==> config.mk <==
export PLATFORM = sky130hd
export DESIGN_NAME = dac_write_arbiter_flat
export DESIGN_NICKNAME = d
export VERILOG_FILES = /design/src/rtl/pdh_pkg.sv /design/src/rtl/dac_write_arbiter_if.sv /design/src/rtl/dac_shadow_reg.sv /design/src/rtl/dac_write_arbiter.sv /design/src/flat_wrapper.sv
export SDC_FILE = /design/constraint.sdc
export NUM_CORES = 1
export LEC_CHECK = 0
export CAP_MARGIN = 30
export CORE_MARGIN = 10
export CORE_UTILIZATION = 46
export CTS_CLUSTER_SIZE = 25
export DETAILED_ROUTE_END_ITERATION = 7
export PLACE_DENSITY = 0.84
export SLEW_MARGIN = 20
export SYNTH_ARGS = -nofsm -noshare
export SYNTH_HDL_FRONTEND = slang
export SYNTH_SLANG_ARGS = --single-unit
==> constraint.sdc <==
create_clock -name clk -period 3.45 [get_ports clk]
set_input_delay 0.69 -clock clk [delete_from_list [all_inputs] [get_ports clk]]
set_output_delay 0.69 -clock clk [all_outputs]
set_load 0.005 [all_outputs]
==> src/rtl/pdh_pkg.sv <==
// Shared PDH core types: command codes, DAC code width, ownership encoding,
// arbiter FSM states and the packed DAC word helper.
package pdh_pkg;

  typedef enum logic [1:0] {
    CMD_IDLE,
    CMD_SET_LED,
    CMD_SET_DAC
  } cmd_t;

  localparam int unsigned DAC_CODE_W = 14;

  localparam logic OWN_PS   = 1'b0;
  localparam logic OWN_LOOP = 1'b1;

  typedef enum logic [1:0] {
    IDLE,
    SEND,
    GAP
  } arb_state_t;

  function automatic logic [31:0] pack_dac(input logic [DAC_CODE_W-1:0] ch1,
                                           input logic [DAC_CODE_W-1:0] ch0);
    return {2'b00, ch1, 2'b00, ch0};
  endfunction

endpackage

==> src/rtl/dac_write_arbiter_if.sv <==
// Handshake bundle of the DAC write arbiter: PS write port, loop stream in, DAC stream out.
interface dac_write_arbiter_if;
  logic        ps_req_i;
  logic        ps_sel_i;
  logic [13:0] ps_code_i;
  logic        ps_ack_o;
  logic        ps_err_o;
  logic [31:0] loop_tdata_i;
  logic        loop_tvalid_i;
  logic        loop_tready_o;
  logic [31:0] dac_tdata_o;
  logic        dac_tvalid_o;
  logic        dac_tready_i;

  modport slave (
    input  ps_req_i, ps_sel_i, ps_code_i, loop_tdata_i, loop_tvalid_i, dac_tready_i,
    output ps_ack_o, ps_err_o, loop_tready_o, dac_tdata_o, dac_tvalid_o
  );

  modport master (
    output ps_req_i, ps_sel_i, ps_code_i, loop_tdata_i, loop_tvalid_i, dac_tready_i,
    input  ps_ack_o, ps_err_o, loop_tready_o, dac_tdata_o, dac_tvalid_o
  );
endinterface

==> src/rtl/dac_shadow_reg.sv <==
// One DAC channel shadow; only the current owner's write path can update it.
module dac_shadow_reg
  import pdh_pkg::*;
(
  input  logic                  clk,
  input  logic                  rst,
  input  logic                  own_i,
  input  logic                  ps_we_i,
  input  logic [DAC_CODE_W-1:0] ps_code_i,
  input  logic                  loop_we_i,
  input  logic [DAC_CODE_W-1:0] loop_code_i,
  output logic [DAC_CODE_W-1:0] code_o,
  output logic                  wr_o
);

  logic [DAC_CODE_W-1:0] code_q, code_d;

  always_comb begin
    code_d = code_q;
    wr_o   = 1'b0;
    if (own_i == OWN_LOOP) begin
      if (loop_we_i) begin
        code_d = loop_code_i;
        wr_o   = 1'b1;
      end
    end else if (ps_we_i) begin
      code_d = ps_code_i;
      wr_o   = 1'b1;
    end
  end

  always_ff @(posedge clk or posedge rst) begin
    if (rst) begin
      code_q <= '0;
    end else begin
      code_q <= code_d;
    end
  end

  assign code_o = code_q;

endmodule

==> src/rtl/dac_write_arbiter.sv <==
// Two-channel DAC output arbiter: PS/loop owned shadows, coalesced and rate-limited beats.
module dac_write_arbiter
  import pdh_pkg::*;
#(
  parameter int unsigned MIN_GAP = 0,
  parameter int unsigned CNT_W   = 16
) (
  input  logic                  clk,
  input  logic                  rst,
  input  logic [1:0]            owner_i,
  dac_write_arbiter_if.slave    bus,
  output logic [CNT_W-1:0]      beat_cnt_o
);

  localparam int unsigned GapW = (MIN_GAP > 0) ? $clog2(MIN_GAP + 1) : 1;
  localparam logic [GapW-1:0] GapLoad = GapW'(MIN_GAP);

  arb_state_t            state_q;
  logic                  dirty_q;
  logic [GapW-1:0]       gap_q;
  logic [31:0]           tdata_q;
  logic                  tvalid_q;
  logic [CNT_W-1:0]      beat_cnt_q;
  logic                  ack_q;
  logic                  err_q;
  logic                  tready_q;

  logic [DAC_CODE_W-1:0] sh0, sh1;
  logic                  wr0, wr1, any_wr, loop_we;
  logic                  unused_loop_bits;

  assign loop_we = bus.loop_tvalid_i & tready_q;
  assign any_wr  = wr0 | wr1;
  assign unused_loop_bits = ^{bus.loop_tdata_i[31:30], bus.loop_tdata_i[15:14]};

  dac_shadow_reg u_shadow_ch0 (
    .clk         (clk),
    .rst         (rst),
    .own_i       (owner_i[0]),
    .ps_we_i     (bus.ps_req_i & ~bus.ps_sel_i),
    .ps_code_i   (bus.ps_code_i),
    .loop_we_i   (loop_we),
    .loop_code_i (bus.loop_tdata_i[13:0]),
    .code_o      (sh0),
    .wr_o        (wr0)
  );

  dac_shadow_reg u_shadow_ch1 (
    .clk         (clk),
    .rst         (rst),
    .own_i       (owner_i[1]),
    .ps_we_i     (bus.ps_req_i & bus.ps_sel_i),
    .ps_code_i   (bus.ps_code_i),
    .loop_we_i   (loop_we),
    .loop_code_i (bus.loop_tdata_i[29:16]),
    .code_o      (sh1),
    .wr_o        (wr1)
  );

  always_ff @(posedge clk or posedge rst) begin
    if (rst) begin
      state_q    <= IDLE;
      dirty_q    <= 1'b0;
      gap_q      <= '0;
      tdata_q    <= '0;
      tvalid_q   <= 1'b0;
      beat_cnt_q <= '0;
      ack_q      <= 1'b0;
      err_q      <= 1'b0;
      tready_q   <= 1'b0;
    end else begin
      tready_q <= 1'b1;
      ack_q    <= bus.ps_req_i;
      err_q    <= bus.ps_req_i & owner_i[bus.ps_sel_i];
      unique case (state_q)
        IDLE: begin
          if (dirty_q && (gap_q == '0)) begin
            // Launch with pre-edge shadows; a write landing now re-arms dirty.
            tdata_q  <= pack_dac(sh1, sh0);
            tvalid_q <= 1'b1;
            dirty_q  <= any_wr;
            state_q  <= SEND;
          end else if (any_wr) begin
            dirty_q <= 1'b1;
          end
        end
        SEND: begin
          if (any_wr) dirty_q <= 1'b1;
          if (tvalid_q && bus.dac_tready_i) begin
            tvalid_q   <= 1'b0;
            beat_cnt_q <= beat_cnt_q + CNT_W'(1);
            gap_q      <= GapLoad;
            state_q    <= (MIN_GAP > 0) ? GAP : IDLE;
          end
        end
        GAP: begin
          if (any_wr) dirty_q <= 1'b1;
          if (gap_q != '0) gap_q <= gap_q - GapW'(1);
          if ((gap_q == GapW'(1)) || (gap_q == '0)) state_q <= IDLE;
        end
        default: state_q <= IDLE;
      endcase
    end
  end

  assign bus.ps_ack_o      = ack_q;
  assign bus.ps_err_o      = err_q;
  assign bus.loop_tready_o = tready_q;
  assign bus.dac_tdata_o   = tdata_q;
  assign bus.dac_tvalid_o  = tvalid_q;
  assign beat_cnt_o        = beat_cnt_q;

endmodule

==> src/flat_wrapper.sv <==
// flat-port wrapper written by rule: the top's interface ports become plain ports
module dac_write_arbiter_flat import pdh_pkg::*;
#(
  parameter int unsigned MIN_GAP = 0,
  parameter int unsigned CNT_W   = 16
)
  (clk, rst, owner_i, beat_cnt_o, bus_ps_req_i, bus_ps_sel_i, bus_ps_code_i, bus_loop_tdata_i, bus_loop_tvalid_i, bus_dac_tready_i, bus_ps_ack_o, bus_ps_err_o, bus_loop_tready_o, bus_dac_tdata_o, bus_dac_tvalid_o);
  dac_write_arbiter_if bus_i ();
  input  logic clk;
  input  logic rst;
  input  logic [1:0] owner_i;
  output logic [CNT_W-1:0] beat_cnt_o;
  input wire logic [$bits(bus_i.ps_req_i)-1:0] bus_ps_req_i;
  input wire logic [$bits(bus_i.ps_sel_i)-1:0] bus_ps_sel_i;
  input wire logic [$bits(bus_i.ps_code_i)-1:0] bus_ps_code_i;
  input wire logic [$bits(bus_i.loop_tdata_i)-1:0] bus_loop_tdata_i;
  input wire logic [$bits(bus_i.loop_tvalid_i)-1:0] bus_loop_tvalid_i;
  input wire logic [$bits(bus_i.dac_tready_i)-1:0] bus_dac_tready_i;
  output wire logic [$bits(bus_i.ps_ack_o)-1:0] bus_ps_ack_o;
  output wire logic [$bits(bus_i.ps_err_o)-1:0] bus_ps_err_o;
  output wire logic [$bits(bus_i.loop_tready_o)-1:0] bus_loop_tready_o;
  output wire logic [$bits(bus_i.dac_tdata_o)-1:0] bus_dac_tdata_o;
  output wire logic [$bits(bus_i.dac_tvalid_o)-1:0] bus_dac_tvalid_o;
  assign bus_i.ps_req_i = bus_ps_req_i;
  assign bus_i.ps_sel_i = bus_ps_sel_i;
  assign bus_i.ps_code_i = bus_ps_code_i;
  assign bus_i.loop_tdata_i = bus_loop_tdata_i;
  assign bus_i.loop_tvalid_i = bus_loop_tvalid_i;
  assign bus_i.dac_tready_i = bus_dac_tready_i;
  assign bus_ps_ack_o = bus_i.ps_ack_o;
  assign bus_ps_err_o = bus_i.ps_err_o;
  assign bus_loop_tready_o = bus_i.loop_tready_o;
  assign bus_dac_tdata_o = bus_i.dac_tdata_o;
  assign bus_dac_tvalid_o = bus_i.dac_tvalid_o;
  dac_write_arbiter #(.MIN_GAP(MIN_GAP), .CNT_W(CNT_W)) u_core (.clk(clk), .rst(rst), .owner_i(owner_i), .bus(bus_i), .beat_cnt_o(beat_cnt_o));
endmodule
Word level (Yosys, flattened, before mapping)
Cells that the tools add are included.
Storage, ports and cells
  register bits: 80
  bits of input ports: 54
  output and inout bits: 52
  word-level logic and storage cells: 67
Cells by class
  add/subtract/negate cells: 2
  magnitude comparators: 1
  equality and inequality tests: 6
  multiplexer cells: 24
  bitwise logic cells: 7
  reduce and logical (&&, ||, !) cells: 16
Operator list (number)
  14-bit 2-to-1 mux: 6
  16-bit by 1-bit adder with 16-bit output, second input constant: 1
  1-bit 2-to-1 mux: 12
  2-bit AND reduction: 6
  2-bit nonzero test: 5
  2-bit by 1-bit != test with 1-bit output, second input constant: 4
  1-bit one-hot mux with 2 select lines: 3
  1-bit AND: 4
  2-bit 2-to-1 mux: 2
  2-bit one-hot mux with 2 select lines: 1
  3-bit AND reduction: 1
  2-bit by 1-bit equality test with 1-bit output, second input constant: 1
  2-bit equality test, second input constant: 1
  1-bit logical AND: 2
  2-bit zero test: 1
  1-bit by 2-bit less-than comparator with 1-bit output, second input constant: 1
  1-bit inverter: 2
  2-bit OR reduction: 1
  1-bit OR: 1
  1-bit subtractor, second input constant: 1

Longest topological paths before layout
Gate-level depths: netlist (run 1).
  word-level depth: 8
  gate-level depth with buffers: 6
  mapped depth without buffers: 5

By module
Synthesis (run 1) repeated with hierarchy kept, for this count alone.
Unflattened totals
  cells, all modules: 264
  area total of the unflattened synthesis: 3535.9 µm²
By module, submodules not included
  dac_write_arbiter: instances 1, cells each 138, area an instance 1981.9 µm², sequential area each 1226.2 µm²
  dac_shadow_reg: instances 2, cells each 63, area an instance 777.0 µm², sequential area each 350.3 µm²

Worst setup path after synthesis (run 1)
Ideal clock, no wire load.
  kind: in2reg
  start point: input owner_i[0]
  end point: register u_core.u_shadow_ch0.code_q[0], in the netlist u_core.u_shadow_ch0.code_o[0]
  library setup time: 0.126 ns
  arrival: 1.510 ns
  data required time: 3.324 ns
  path slack: 1.814 ns
  stages: 6
  buffers on the path: 3
  path through: buf_2 nor2_1 a32o_1 buf_2 buf_2 a21oi_1
Between the ends
  cells in the longest elaborated chain, start to end: 2
  elaborated cells between the ends (all ways): 4
  classes of those cells: 1 x eq/ne; 1 x mux; 2 x reduce/logical
RTL lines
  from (decl): line flat_wrapper.sv:11  | input logic [1:0] owner_i;
  2-bit by 1-bit != test with 1-bit output (no line) or 2-bit nonzero test (tied branches)
  2-bit AND reduction (no line)
  to (signal assigned): line dac_shadow_reg.sv:36  | code_q <= code_d;
  to (decl): line dac_shadow_reg.sv:16  | logic [DAC_CODE_W-1:0] code_q, code_d;
Parallel ways exist; a longest one is shown, timed or not.
A chain may end at the register's enable or synchronous reset.

==> results by group, run 1 <==
Run status
  • Status: finished, final reports clean

Synth
  • Largest family of logic cells by synthesized area: multiplexers
  • Post-Synth Adder-Cell Area: 0.00384
  • Register area share after synthesis: 0.592
  • Ys Warns: 0
  • Cell count after synthesis: 265
  • XOR/XNOR Fraction of Synth Area: 0.0404
  • Synth cell types: 26
  • Compound-Gate Fraction of Synth Area: 0.0527
  • Synth Cell Area: 3250 um2
  • Mux contribution to synthesized area: 0.190
  • Synthesized flop and latch total: 77
  • Synth Area per Inst: 12.3 um2
  • Post-Synth Simple-Gate Area: 0.0846

Setup path
  • Worst setup path end: bus_dac_tvalid_o
  • Reg-to-reg slack, setup: 1850 ps
  • CP max stage delay: 560 ps
  • Worst-path fanout max: 7
  • Critical path buffer and inverter count: 1
  • R2R depth: 3
  • CP Launch Point: u_core.state_q[0]
  • Critical path required time: 2760 ps
  • Stages on worst setup path: 1
  • Crit path cell chain: clkdlybuf4s50_1
  • Cell family with the largest share of critical-path delay: buffers and inverters
  • CP endpoint kind: output pin
  • CP Launch Type: flop
  • Critical path class: flop to output pin
  • Worst r2r dst: u_core.bus.dac_tdata_o[19]
  • RR Startpoint: u_core.state_q[0]
  • CP arrival: 1400 ps
  • Slowest cell on the critical path: clkdlybuf4s50_1

Layout
  • Layout cell share with drive strength beyond 1: 0.146
  • Reg area: 1930 um2
  • Multi-input gate area: 1230 um2
  • Commonest non-fill, non-tap cell in the layout: clkdlybuf4s50_1
  • Most frequent cells in the layout: clkdlybuf4s50_1 (97), dfrtp_1 (77), nor2_1 (34)
  • Fillcell total: 556
  • Area Growth Syn to Fin: 39.8%
  • Nets: 419
  • Inserted Diodes: 0

Drt
  • Vias: 2317
  • Vias/cell: 4.98
  • DR WL/cell: 16.9 um
  • Post-route antenna net violation count: 0
  • DR iter-0 viols: 77
  • Drt drc: 0
  • First-pass DRT Iterations: 4
  • Detailed Route WL: 7.86 mm

Pwr
  • Power Density: 685 nW/um2
  • Leakage: 1.96 nW
  • Overall power: 0.00312 W
  • Worst vdd ir: 0.000325 V

Global routing
  • GR Overflow Total: 0
  • First-pass GRT wire length: 13.1 mm
  • Largest net degree at the start of global routing: 41
  • Antenna violations before repair: 0
  • Vias in the first global route: 2523
  • Global Route Usage Sum: 0.149

Timing
  • Clock Skew: 5.69 ps
  • Final hold violations: 0
  • Worst Max-Slew Pin Slew: 691 ps
  • Slew Limit Headroom: 0.539
  • Fmax: 478 MHz
  • Slew Viols, Final: 0
  • Min cycle time layout: 2090 ps
  • Hold slack: 492 ps
  • Unrepaired setup endpoints after global routing: no
  • Final setup viols: 0
  • Setup_tns: 0 ps
  • Final Cycle Share: 0.606

Clock network
  • CTS tree: done
  • Post-CTS setup repair buffer count: 0
  • H-tree levels: 3
  • Clock Latency Late Sink: 340 ps
  • Clk slew on worst S/H paths: 80 ps
  • Sink Count: 77
  • Root cell of the clock tree: clkbuf_8
  • Total CTS buffers: 9
  • PostCTS Resize Cnt: 0
  • Clock buffer depth: 2
  • Hold-fix buffers, CTS: 0

Floorplan
  • Row count: 30
  • Die ar.: 10800 um2
  • Die Y: 104 um
  • Initial Util: 0.476
  • I/O pin count: 106
  • Core footprint: 6830 um2
  • Die span in x: 104 um

Worst hold path
  • Worst min-delay path category: flop to flop

Place
  • Hpwl dp: 5.96 mm
  • Gpl congestion: 0.777
  • IO buf count: 97

Run
  • Max-cap violations: 0
## layer usage
layer | wire length [um] | global-route usage | up-vias
met2 | 3970 | 0.254 | 76
met4 | 148 | 0.0557 | 0
met1 | 3150 | 0.165 | 1129
met3 | 592 | 0.0576 | 13
met5 | 0 | 0 | -
li1 | - | - | 1099
## synthesized netlist by cell type (all sizes together)
cell type / instances / area share
a21o: 1 / 0.0023
nand3: 8 / 0.012
mux2: 29 / 0.10
inv: 4 / 0.0046
a21oi: 28 / 0.043
o21ai: 1 / 0.0015
conb: 2 / 0.0023
a211o: 1 / 0.0027
nor2b: 2 / 0.0038
xor2: 6 / 0.016
and3: 1 / 0.0019
nor3: 1 / 0.0015
buf: 16 / 0.028
nor2: 34 / 0.039
xnor2: 9 / 0.024
mux2i: 29 / 0.089
nor4: 1 / 0.0065
nand4: 4 / 0.0096
clkbuf: 2 / 0.0023
dfrtp: 77 / 0.59
a32o: 1 / 0.0031
ha: 1 / 0.0038
nand2: 6 / 0.0069
and4: 1 / 0.0027
## cell type report
type / count / area share
inverter: 4 / 0.00357
clock inverter: 3 / 0.0148
multi-input combinational: 169 / 0.271
tap: 96 / 0.0264
sequential: 77 / 0.423
timing repair buffer: 103 / 0.226
clock buffer: 13 / 0.0349
## kinds of logic (layout without fill, tap and decap cells)
| family | after synthesis | after routing |
|---|---|---|
| other | 2 | 5 |
| multiplexers | 58 | 58 |
| flip-flops | 77 | 77 |
| buffers and inverters | 22 | 123 |
| AO/OA/AOI/OAI | 32 | 32 |
| XOR/XNOR | 15 | 15 |
| AND/OR/NAND/NOR | 58 | 58 |
| adder cells (fa/ha/maj) | 1 | 1 |
## report_power, final
group | internal, W | switching, W
sequential | 0.00117 | 0.000173
combinational | 0.000663 | 0.000349
clock | 0.000448 | 0.000314
total | 0.00228 | 0.000836
## flip-flops by register name, summed over array words and instances, names as in the netlist
register / flops
u_core.bus.ps_err_o: 1
u_core.bus.ps_ack_o: 1
u_core.state_q: 1
u_core.bus.dac_tdata_o: 28
u_core.dirty_q: 1
u_core.u_shadow_ch1.code_o: 14
u_core.beat_cnt_o: 16
u_core.bus.loop_tready_o: 1
u_core.u_shadow_ch0.code_o: 14
## how the worst min path moves through the flow
| stage | cells after the start | end | startpoint | slack, ps |
|---|---|---|---|---|
| after floorplan | 1 | u_core.dirty_q | u_core.dirty_q | 450 |
| after global placement | 1 | u_core.beat_cnt_o[15] | u_core.beat_cnt_o[15] | 460 |
| after detailed placement | 1 | u_core.dirty_q | u_core.dirty_q | 490 |
| after CTS | 1 | u_core.beat_cnt_o[14] | u_core.beat_cnt_o[14] | 500 |
| after global routing | 1 | u_core.dirty_q | u_core.dirty_q | 510 |
| final | 1 | u_core.beat_cnt_o[15] | u_core.beat_cnt_o[15] | 490 |
## through the flow
stage                     cells  area (um2)   util  worst slack, ps
after floorplan             268        3270      -              793
after global placement      449        4320  0.633             1130
after detailed placement    449        4320  0.633             1090
after CTS                   465        4550  0.666             1330
after global routing        465        4550  0.666             1300
final                       465        4550  0.666             1360
No activity file was read; power rests on OpenSTA's default activity.
==> inputs of run 2 (changes only) <==
- CORE_UTILIZATION: 46 -> 41
- PLACE_DENSITY: 0.84 -> 0.79
- clock period: 3.45 -> 1.8 ns (I/O delays scaled with it)
==> run 2 against run 1 <==
  * Hold slack worse by 17 ps
  * Sequential power is 92% higher
  * First-iteration DRC count fell by 44%
  * Wire length fell by 2.4%
  * Clock skew rose by 5.6 ps
  * Critical path depth unchanged
  * Combinational power increased by 96%
  * Clock power rose by 89%
  * Worst setup slack got worse by 1200 ps
  * Core utilization decreased by 6.3 points
  * Critical path type unchanged
==> results by group, run 2 (synthesized netlist as in run 1, its figures left out) <==
Layout
  • Finished Layout Cells: 479
  • Most frequent cells in the layout: clkdlybuf4s50_1 (97), dfrtp_1 (75), nor2_1 (34)
  • Commonest non-fill, non-tap cell in the layout: clkdlybuf4s50_1
  • Nets: 427
  • Final Cell Area: 4660 um2
  • Inserted Diodes: 0
  • Max reg flops: 28
  • Layout cell share with drive strength beyond 1: 0.172
  • Area Growth Syn to Fin: 43.2%

Timing
  • Slew Viols, Final: 0
  • Final hold violations: 0
  • Unrepaired setup endpoints after global routing: no
  • Hold slack: 474 ps
  • Final Cycle Share: 0.939
  • Post-route setup slack: 111 ps
  • Final setup viols: 0
  • Fmax: 592 MHz
  • Clock Skew: 11.3 ps
  • Min cycle time layout: 1690 ps

Drt
  • DR WL met3: 501 um
  • DR iter-0 viols: 43
  • DR top layer: met4
  • Post-route antenna net violation count: 0
  • First-pass DRT Iterations: 4
  • Vias: 2298
  • Detailed Route WL: 7.68 mm
  • Met2 WL post-DR: 4.06 mm
  • DR WL/cell: 16.0 um
  • Vias/cell: 4.80
  • WL met1: 3.04 mm
  • Drt drc: 0

Floorplan
  • Die ar.: 11900 um2
  • I/O pin count: 106
  • Initial Util: 0.421
  • Die Y: 109 um
  • Die span in x: 109 um
  • Core footprint: 7730 um2
  • Row count: 32

Place
  • Gpl congestion: 0.775
  • Area after DPL: 4430 um2
  • Hpwl dp: 5.98 mm
  • Placed insts: 463
  • Worst slack, placed: -40.8 ps
  • IO buf count: 97

Clock network
  • CTS tree: done
  • Clock Latency Late Sink: 330 ps
  • Root cell of the clock tree: clkbuf_8
  • Total CTS buffers: 9
  • Clk slew on worst S/H paths: 80 ps
  • Hold-fix buffers, CTS: 0
  • Sink Count: 77
  • H-tree levels: 3
  • Clock buffer depth: 2

Setup path
  • Critical path buffer and inverter count: 1
  • CP Launch Type: flop
  • CP Launch Point: u_core.beat_cnt_o[6]
  • CP arrival: 1330 ps
  • Slowest cell on the critical path: clkdlybuf4s50_1
  • RR Startpoint: u_core.beat_cnt_o[0]
  • Cell family with the largest share of critical-path delay: buffers and inverters
  • Critical path required time: 1440 ps
  • Worst-path fanout max: 6
  • Crit path cell chain: clkdlybuf4s50_1
  • CP max stage delay: 540 ps
  • Critical path class: flop to output pin
  • CP endpoint kind: output pin

Run
  • Max-cap violations: 0

Global routing
  • First-pass GRT wire length: 12.5 mm
  • Global Route Usage Sum: 0.132
  • Vias in the first global route: 2515
  • Antenna violations before repair: 0
  • GR Overflow Total: 0
  • Largest net degree at the start of global routing: 78

Pwr
  • Leakage: 2.00 nW
  • Overall power: 0.00599 W
  • Worst vdd ir: 0.000641 V
  • Power Density: 1290 nW/um2

Run status
  • Status: finished, final reports clean

Worst hold path
  • Worst hold start: u_core.beat_cnt_o[15]
  • Worst min-delay path category: flop to flop
## run 2: cell count changes in the layout (fill, tap and decap cells not counted), sizes merged
cell,before,now
buf,6,14
clkbuf,13,11
clkinvlp,1,3
## run 2: worst paths after layout
path                       slack (ps)  depth (start not counted)                         end
max                               110                          1               beat_cnt_o[6]
min                               470                          1       u_core.beat_cnt_o[15]
max reg2reg                       330                          5        u_core.beat_cnt_o[8]
min reg2reg                       470                          1       u_core.beat_cnt_o[15]
max in group asynchronous        1000                          3  u_core.bus.dac_tdata_o[12]
min in group asynchronous         480                          3  u_core.bus.dac_tdata_o[27]
## run 2: layout make-up
| type | count | area [um2] |
|---|---|---|
| Inverter | 4 | 18.8 |
| Sequential cell | 77 | 1930 |
| Multi-Input combinational cell | 169 | 1230 |
| Tap cell | 102 | 128 |
| Timing Repair Buffer | 111 | 1130 |
| Clock inverter | 5 | 83.8 |
| Fill cell | 634 | 3070 |
| Clock buffer | 11 | 141 |
## run 2: power by group
| group | internal (W) | total, W | switching, W | leakage (nW) |
|---|---|---|---|---|
| sequential | 0.00224 | 0.00257 | 0.000321 | 0.889 |
| combinational | 0.00131 | 0.00198 | 0.000671 | 1.01 |
| clock | 0.000822 | 0.00144 | 0.000617 | 0.106 |
## run 2: routing by layer
metal  vias to the layer above  GRT usage
li1                       1118          -
met1                      1117      0.145
met2                        55      0.239
met3                         8     0.0407
met4                         0     0.0377
met5                         -          0
## run 2: per-stage QoR
| step | util | TNS (ps) |
|---|---|---|
| after CTS | 0.603 | 0 |
| after floorplan | - | 0 |
| after global routing | 0.603 | 0 |
| final | 0.603 | 0 |
| after detailed placement | 0.574 | -244 |
| after global placement | 0.574 | -53.5 |
## run 2: timing repair
item                                    in CTS  in global routing
endpoints found under the setup margin       0                  2
setup buffers                                0                  0
gates resized for setup                      0                  2
==> inputs of run 3 (changes only) <==
- CAP_MARGIN: 30 -> unset
- CORE_UTILIZATION: 41 -> 49
- PLACE_DENSITY: 0.79 -> 0.88
- clock period: 1.8 -> 2.1 ns (I/O delays scaled with it)
==> run 3 against run 2 <==
  * Global-route usage up 2.0 points
  * Non-clock buffer count is 5 lower
  * First-iteration DRC count up 84%
  * Clock-buffer cell count is 1 higher
  * Hold slack improved by 10 ps
  * Critical path depth did not move
  * Power decreased by 14%
  * Critical endpoint is now bus_dac_tvalid_o
==> results by group, run 3 (synthesized netlist as in run 1, its figures left out) <==
Layout
  • Area Growth Syn to Fin: 40.4%
  • Most frequent cells in the layout: clkdlybuf4s50_1 (97), dfrtp_1 (77), nor2_1 (34)
  • Utilization after layout: 0.716
  • Inserted Diodes: 0
  • Layout cell share with drive strength beyond 1: 0.156
  • Max reg flops: 28
  • Nets: 422
  • Commonest non-fill, non-tap cell in the layout: clkdlybuf4s50_1

Floorplan
  • Die Y: 101 um
  • Die span in x: 101 um
  • I/O pin count: 106
  • Initial Util: 0.510
  • Row count: 29
  • Core footprint: 6390 um2
  • Die ar.: 10300 um2

Timing
  • Clock Skew: 6.24 ps
  • Hold slack: 485 ps
  • Post-route setup slack: 297 ps
  • Fmax: 554 MHz
  • Final hold violations: 0
  • Min cycle time layout: 1800 ps
  • Slew Viols, Final: 0
  • Final setup viols: 0
  • Unrepaired setup endpoints after global routing: no
  • Final Cycle Share: 0.859
  • Setup_tns: 0 ps

Clock network
  • CTS tree: done
  • Post-CTS setup repair buffer count: 0
  • Clock buffer depth: 2
  • H-tree levels: 3
  • Clk slew on worst S/H paths: 80 ps
  • Root cell of the clock tree: clkbuf_8
  • Total CTS buffers: 9
  • PostCTS Resize Cnt: 0
  • Sink Count: 77
  • Hold-fix buffers, CTS: 0
  • Clock Latency Late Sink: 340 ps

Drt
  • Drt drc: 0
  • Vias: 2320
  • First-pass DRT Iterations: 4
  • DR WL/cell: 17.0 um
  • Detailed Route WL: 7.61 mm
  • Vias/cell: 5.18
  • Post-route antenna net violation count: 0
  • DR iter-0 viols: 79

Setup path
  • CP Launch Type: flop
  • Cell family with the largest share of critical-path delay: buffers and inverters
  • CP max stage delay: 560 ps
  • Worst r2r dst: u_core.beat_cnt_o[8]
  • R2R depth: 5
  • Worst-path fanout max: 7
  • Slowest cell on the critical path: clkdlybuf4s50_1
  • RR Startpoint: u_core.beat_cnt_o[0]
  • Critical path buffer and inverter count: 1
  • Critical path required time: 1680 ps
  • Critical path class: flop to output pin
  • CP endpoint kind: output pin
  • CP arrival: 1380 ps
  • Reg-to-reg slack, setup: 580 ps
  • Crit path cell chain: clkdlybuf4s50_1

Worst hold path
  • Hold endpoint: u_core.beat_cnt_o[15]
  • Worst min-delay path category: flop to flop
  • Worst hold start: u_core.beat_cnt_o[15]
  • Hold path depth: 1

Run
  • Max-cap violations: 0

Global routing
  • Antenna violations before repair: 0
  • Largest net degree at the start of global routing: 78
  • GR Overflow Total: 0
  • First-pass GRT wire length: 12.5 mm
  • Vias in the first global route: 2498
  • Global Route Usage Sum: 0.152

Pwr
  • Overall power: 0.00517 W
  • Power Density: 1130 nW/um2
  • Worst vdd ir: 0.000888 V
  • Leakage: 1.98 nW

Place
  • IO buf count: 97
  • Gpl congestion: 0.802
  • Worst slack, placed: 182 ps
  • Hpwl dp: 5.72 mm

Run status
  • Status: finished, final reports clean
==> run 3: changes by cell type in the layout (fill, tap and decap cells not counted), sizes merged <==
cell / previous run / this run
buf: 14 / 9
clkbuf: 11 / 12
clkinv: 1 / 0
clkinvlp: 3 / 2
==> run 3: where the power goes <==
| group | total [W] | internal, W | switching [W] |
|---|---|---|---|
| Combinational | 0.00169 | 0.00111 | 0.000578 |
| Clock | 0.00128 | 0.000761 | 0.000516 |
| Sequential | 0.00221 | 0.00192 | 0.000285 |
| Total | 0.00517 | 0.00379 | 0.00138 |
==> run 3: routing by layer <==
layer,track usage,part of all wire,routed length [um],up-vias
met4,0.0525,0.013,97,0
met3,0.0531,0.074,563,12
li1,-,-,-,1105
met5,0,0,0,-
met2,0.253,0.50,3790,66
met1,0.179,0.41,3150,1137
==> run 3: final cells by class <==
class                           count  area, um2
Fill cell                         456       1820
Clock inverter                      3       67.6
Timing Repair Buffer              106       1060
Inverter                            4       18.8
Multi-Input combinational cell    169       1230
Sequential cell                    77       1930
Clock buffer                       12        165
Tap cell                           77       96.3
==> run 3: stage by stage <==
| step | instance area, um2 | instances |
|---|---|---|
| after floorplan | 3270 | 268 |
| after global placement | 4340 | 433 |
| after detailed placement | 4340 | 433 |
| after CTS | 4570 | 448 |
| after global routing | 4570 | 448 |
| final | 4570 | 448 |
==> run 3: worst max path at each step <==
stage               cells past startpoint            startpoint                         to
floorplan                               4     u_core.state_q[0]  u_core.bus.dac_tdata_o[0]
global placement                        5      bus_dac_tready_i       u_core.beat_cnt_o[8]
detailed placement                      5      bus_dac_tready_i      u_core.beat_cnt_o[15]
CTS                                     1     u_core.state_q[0]           bus_dac_tvalid_o
global route                            1  u_core.beat_cnt_o[5]              beat_cnt_o[5]
finish                                  1     u_core.state_q[0]           bus_dac_tvalid_o
